File: src/rtl/mux_sched_pkg.sv
// Shared types and helpers for the five-source round-robin scheduler.
// Holds the source count, select width, state encoding and the round-robin search.
package mux_sched_pkg;

   localparam int NUM_SRC = 5;
   localparam int SEL_W   = 3;

   typedef enum logic {
      IDLE  = 1'b0,
      GRANT = 1'b1
   } state_e;

   // Scans req upward from ptr, wrapping 4->0; returns {found, idx} of the first set bit.
   function automatic logic [SEL_W:0] rr_search(input logic [NUM_SRC-1:0] req,
                                                input logic [SEL_W-1:0]   ptr);
      logic             found;
      logic [SEL_W-1:0] idx;
      int unsigned      c;
      found = 1'b0;
      idx   = 3'd0;
      for (int k = 0; k < NUM_SRC; k++) begin
         c = (int'(ptr) + k) % NUM_SRC;
         if (!found && req[c]) begin
            found = 1'b1;
            idx   = 3'(c);
         end else begin
            found = found;
         end
      end
      return {found, idx};
   endfunction

   function automatic logic [NUM_SRC-1:0] onehot5(input logic [SEL_W-1:0] idx);
      return 5'b00001 << idx;
   endfunction

endpackage

File: src/rtl/mux5_1.sv
// Five-input operand multiplexer with true and complemented outputs.
// Select codes above 4 are never driven by the scheduler; they produce zero.
module mux5_1 #(
   parameter int SZE = 4
) (
   input  logic [2:0]     sel,
   input  logic [SZE-1:0] in0,
   input  logic [SZE-1:0] in1,
   input  logic [SZE-1:0] in2,
   input  logic [SZE-1:0] in3,
   input  logic [SZE-1:0] in4,
   output logic [SZE-1:0] out,
   output logic [SZE-1:0] outbar
);

   // Operand selection.
   always_comb begin
      out = '0;
      case (sel)
         3'd0:    out = in0;
         3'd1:    out = in1;
         3'd2:    out = in2;
         3'd3:    out = in3;
         3'd4:    out = in4;
         default: out = '0;
      endcase
   end

   assign outbar = ~out;

endmodule

File: src/rtl/rr_mux5_sched.sv
// Round-robin scheduler granting one of five sources a bounded burst on mux5_1.
// gnt/sel are registered; valid/last are combinational from req and registered state.
import mux_sched_pkg::*;

module rr_mux5_sched #(
   parameter int SZE       = 4,
   parameter int MAX_BEATS = 4
) (
   input  logic           clk,
   input  logic           rst_n,
   input  logic [SZE-1:0] in0,
   input  logic [SZE-1:0] in1,
   input  logic [SZE-1:0] in2,
   input  logic [SZE-1:0] in3,
   input  logic [SZE-1:0] in4,
   input  logic [4:0]     req,
   output logic [4:0]     gnt,
   output logic [2:0]     sel,
   output logic [SZE-1:0] out,
   output logic           valid,
   input  logic           ready,
   output logic           last
);

   localparam int            BW        = $clog2(MAX_BEATS + 1);
   localparam logic [BW-1:0] LAST_BEAT = BW'(MAX_BEATS - 1);

   state_e        state_q, state_d;
   logic [2:0]    owner_q, owner_d;
   logic [2:0]    ptr_q, ptr_d;
   logic [BW-1:0] beats_q, beats_d;
   logic [2:0]    sel_q, sel_d;
   logic [4:0]    gnt_q, gnt_d;

   logic          owner_req_s;
   logic          xfer_s;
   logic          release_s;
   logic [2:0]    next_ptr_s;
   logic [2:0]    search_ptr_s;
   logic          found_s;
   logic [2:0]    win_s;

   assign owner_req_s  = req[owner_q];
   assign valid        = (state_q == GRANT) & owner_req_s;
   assign last         = valid & (beats_q == LAST_BEAT);
   assign xfer_s       = valid & ready;
   assign release_s    = (state_q == GRANT) & ((xfer_s & last) | ~owner_req_s);
   assign next_ptr_s   = (owner_q == 3'd4) ? 3'd0 : owner_q + 3'd1;
   // On release the search already uses the advanced pointer, enabling back-to-back grants.
   assign search_ptr_s = release_s ? next_ptr_s : ptr_q;
   assign {found_s, win_s} = rr_search(req, search_ptr_s);

   // Next-state, grant and burst-counter logic.
   always_comb begin
      state_d = state_q;
      owner_d = owner_q;
      ptr_d   = ptr_q;
      beats_d = beats_q;
      sel_d   = sel_q;
      gnt_d   = gnt_q;
      case (state_q)
         IDLE: begin
            if (found_s) begin
               state_d = GRANT;
               owner_d = win_s;
               sel_d   = win_s;
               gnt_d   = onehot5(win_s);
               beats_d = '0;
            end else begin
               state_d = IDLE;
               gnt_d   = 5'b00000;
            end
         end
         GRANT: begin
            if (release_s) begin
               ptr_d = next_ptr_s;
               if (found_s) begin
                  state_d = GRANT;
                  owner_d = win_s;
                  sel_d   = win_s;
                  gnt_d   = onehot5(win_s);
                  beats_d = '0;
               end else begin
                  state_d = IDLE;
                  gnt_d   = 5'b00000;
               end
            end else if (xfer_s) begin
               beats_d = beats_q + BW'(1);
            end else begin
               beats_d = beats_q;
            end
         end
         default: begin
            state_d = IDLE;
            gnt_d   = 5'b00000;
         end
      endcase
   end

   // State registers with asynchronous clear.
   always_ff @(posedge clk or negedge rst_n) begin
      if (!rst_n) begin
         state_q <= IDLE;
         owner_q <= 3'd0;
         ptr_q   <= 3'd0;
         beats_q <= '0;
         sel_q   <= 3'd0;
         gnt_q   <= 5'b00000;
      end else begin
         state_q <= state_d;
         owner_q <= owner_d;
         ptr_q   <= ptr_d;
         beats_q <= beats_d;
         sel_q   <= sel_d;
         gnt_q   <= gnt_d;
      end
   end

   assign gnt = gnt_q;
   assign sel = sel_q;

   mux5_1 #(.SZE(SZE)) u_mux (
      .sel    (sel_q),
      .in0    (in0),
      .in1    (in1),
      .in2    (in2),
      .in3    (in3),
      .in4    (in4),
      .out    (out),
      .outbar ()
   );

endmodule

File: config.mk
export PLATFORM = sky130hd
export DESIGN_NAME = rr_mux5_sched
export DESIGN_NICKNAME = d
export VERILOG_FILES = /design/src/rtl/mux_sched_pkg.sv /design/src/rtl/mux5_1.sv /design/src/rtl/rr_mux5_sched.sv
export SDC_FILE = /design/constraint.sdc
export NUM_CORES = 1
export LEC_CHECK = 0
export ABC_AREA = 1
export BUFFER_PORTS_ARGS = -buffer_cell sky130_fd_sc_hd__buf_2
export CAP_MARGIN = 20
export CORE_MARGIN = 3
export CORE_UTILIZATION = 62
export CTS_CLUSTER_DIAMETER = 30
export DETAILED_ROUTE_END_ITERATION = 10
export PLACE_DENSITY = 0.87
export SYNTH_ARGS = -nofsm -noshare
export SYNTH_HDL_FRONTEND = slang
export SYNTH_SLANG_ARGS = --single-unit
File: constraint.sdc
create_clock -name clk -period 10.97 [get_ports clk]
set_input_delay 1.6455 -clock clk [delete_from_list [all_inputs] [get_ports clk]]
set_output_delay 1.6455 -clock clk [all_outputs]
set_load 0.02 [all_outputs]
==> impl_metrics.tcl <==
set metrics [dict create \
    synth.avg_cell_area_um2 5.99 \
    area_growth_pct 11.7 \
    hold_buffers 0 \
    fp.dieW_um 69.7 \
    finalHoldViolations 0 \
    synthesis.area_um2 2520 \
    synthSimpleGateAreaFrac 0.530 \
    cts_resized 0 \
    cts_setup_buffers 0 \
    drive_above_1_share 0.193 \
    yosys_most_used_dff "dfrtp_1" \
    ff_latch_area_um2 375 \
    initial_core_util 0.663 \
    ios 42 \
    worstSetupPathType "in2reg" \
    yosysUniqueCellTypes 34 \
    grt_start_max_net_pins 20 \
    wl_per_cell_um 12.3 \
    nFillCells 333 \
    fp.dieH_um 69.7 \
    clkSlewWorstSetupHoldPaths_ns 0.06 \
    maxSlewHeadroom 0.602 \
    reg2reg_depth 34 \
    fmax_mhz 159 \
    firstDrtPassIters 7 \
    ys_seq_area_frac 0.149 \
    setup_viol 0 \
    antenna_found_initial 0 \
    finalSetupTns_ns 0 \
    crit_slowest_cell "ha_1" \
    die_area_um2 4860 \
    dp_hpwl_um 5180 \
    cts_tree "yes" \
    crit_path_max_fanout 8 \
    ctsLongestPathBuffers 2 \
    multiInputGateArea_um2 1870 \
    cts_buffers 3 \
    path_common_cell "nand2_1" \
    synth_warnings 0 \
    gp_congestion 0.909 \
    syn_inst 420 \
    clock_latency_ns 0.25 \
    synth-adder-area-share 0.119 \
    async_reset_ff_frac 1.00 \
    core-area_um2 3800 \
    synth_seq_cells 15 \
    status "finished, final reports clean" \
    vias 2774 \
    finalCritPeriodShare 0.572 \
    grt_usage 0.259 \
    clock-root-buffer "clkbuf_8" \
    synth-compound-area-share 0.0785 \
    rows 22 \
    synth_top_family_by_area "simple AND/OR/NAND/NOR gates" \
    wl_um 6270 \
    drv_slew 0 \
    tightest_slew_ns 0.592 \
    start_kind "primary input" \
    vias_per_cell 5.44 \
    required_ns 11.11 \
    grt_first_pass_wirelength_um 10600 \
    synth_xor_area_frac 0.0139 \
    end_kind "flop" \
    clock_skew_ns 0.00265 \
    layout.nets 515 \
    antennaDiodeCount 0 \
    drtAntennaViolNets 0 \
    hold_depth 2 \
    synth_mux_area_frac 0 \
    grt_pass1_vias 2431 \
    rsz0062_at_grt "false" \
    maxCapViolations 0 \
    htreeDepth 1 \
    arrival_ns 6.42 \
    synth_edf_count 0 \
    drc 0 \
    gr-total-overflow 0 \
    drt_iter0_markers 146 \
    hp-class "reg2reg" \
    critical-path-max-stage-delay_ns 0.32 \
    fin_crit_ns 6.28 \
    io_buffers 41 \
    cts.sinks 15 \
    syn-num-nets 472 \
]
## per-stage QoR
| step | worst slack (ns) | instances | utilization | hold WS (ns) | instance area [um^2] |
|---|---|---|---|---|---|
| 3_5_place_dp | 4.56 | 506 | 0.727 | 0.468 | 2760 |
| 4_1_cts | 4.77 | 510 | 0.740 | 0.482 | 2810 |
| 5_1_grt | 4.28 | 510 | 0.740 | 0.514 | 2810 |
| 6_report | 4.69 | 510 | 0.740 | 0.480 | 2810 |
| 2_1_floorplan | 5.30 | 420 | - | 0.446 | 2520 |
| 3_3_place_gp | 4.76 | 506 | 0.727 | 0.460 | 2760 |
## registers in the layout, summed over array words and instances (netlist names)
name / cells
gnt: 5
beats_q: 3
owner_q: 3
ptr_q: 3
state_q: 1
## worst paths after layout
path,startpoint,to,slack [ns]
max in group asynchronous,rst_n,gnt[4]$_DFFE_PN0N_,9.45
max,req[1],gnt[1]$_DFFE_PN0N_,4.69
min,gnt[2]$_DFFE_PN0N_,gnt[2]$_DFFE_PN0N_,0.48
min reg2reg,gnt[2]$_DFFE_PN0N_,gnt[2]$_DFFE_PN0N_,0.48
max reg2reg,beats_q[0]$_DFFE_PN0P_,gnt[1]$_DFFE_PN0N_,5.73
min in group asynchronous,rst_n,gnt[2]$_DFFE_PN0N_,1.28
## cell type report
cell class,count,area share
timing repair buffer,41,0.0730
tap,48,0.0214
clock inverter,1,0.00267
sequential,15,0.134
multi-input combinational,335,0.664
clock buffer,3,0.0147
inverter,67,0.0903
## cells in the final DEF, fill, tap and decap left out, types with 6 or more instances in the layout
| master | netlist | routed |
|---|---|---|
| nand2_1 | 136 | 136 |
| nand3_1 | 82 | 82 |
| nand3_2 | 6 | 6 |
| nor2_1 | 17 | 17 |
| dfrtp_1 | 15 | 15 |
| ha_1 | 24 | 24 |
| o21ai_0 | 10 | 10 |
| inv_1 | 62 | 62 |
| nand2_2 | 14 | 14 |
| buf_2 | 1 | 41 |
## synthesized netlist by cell type (2+ instances only)
master	number	share of area
nand3b_1	5	0.015
xor2_1	3	0.010
o21ai_2	4	0.014
or2_2	2	0.0050
inv_1	62	0.092
nor2_4	3	0.013
nand2_4	3	0.013
o21ai_1	4	0.0080
a31oi_1	2	0.0050
nand4_1	5	0.012
ha_1	24	0.12
nor3_1	3	0.0060
o211ai_2	2	0.0099
dfrtp_1	15	0.15
nand2_2	14	0.035
o21ai_0	10	0.020
inv_2	4	0.0060
a21oi_1	2	0.0040
nand3_2	6	0.024
nand3_1	82	0.16
nand2_1	136	0.20
nor2_1	17	0.025
## critical path: cells and delay by family
| family | cells | cell delay, ns |
|---|---|---|
| XOR/XNOR | 1 | 0.25 |
| adder cells (fa/ha/maj) | 4 | 0.93 |
| AO/OA/AOI/OAI | 1 | 0.14 |
| AND/OR/NAND/NOR | 23 | 2.48 |
| buffers and inverters | 9 | 0.97 |
## routing by layer
layer,global-route usage,vias up,routed length (um)
met5,0,-,0
met1,0.347,1226,2850
met2,0.434,100,2920
met4,0.0404,0,58
met3,0.0580,8,439
li1,-,1440,-
## kinds of logic (layout without fill, tap and decap cells)
group,count (synthesis),in the layout
AO/OA/AOI/OAI,27,27
XOR/XNOR,4,4
adder cells (fa/ha/maj),24,24
buffers and inverters,70,112
flip-flops,15,15
AND/OR/NAND/NOR,280,280
Power is left out: the tool's default activity adds up to more than one toggle a clock period on the data nets, which glitch-free logic cannot reach.
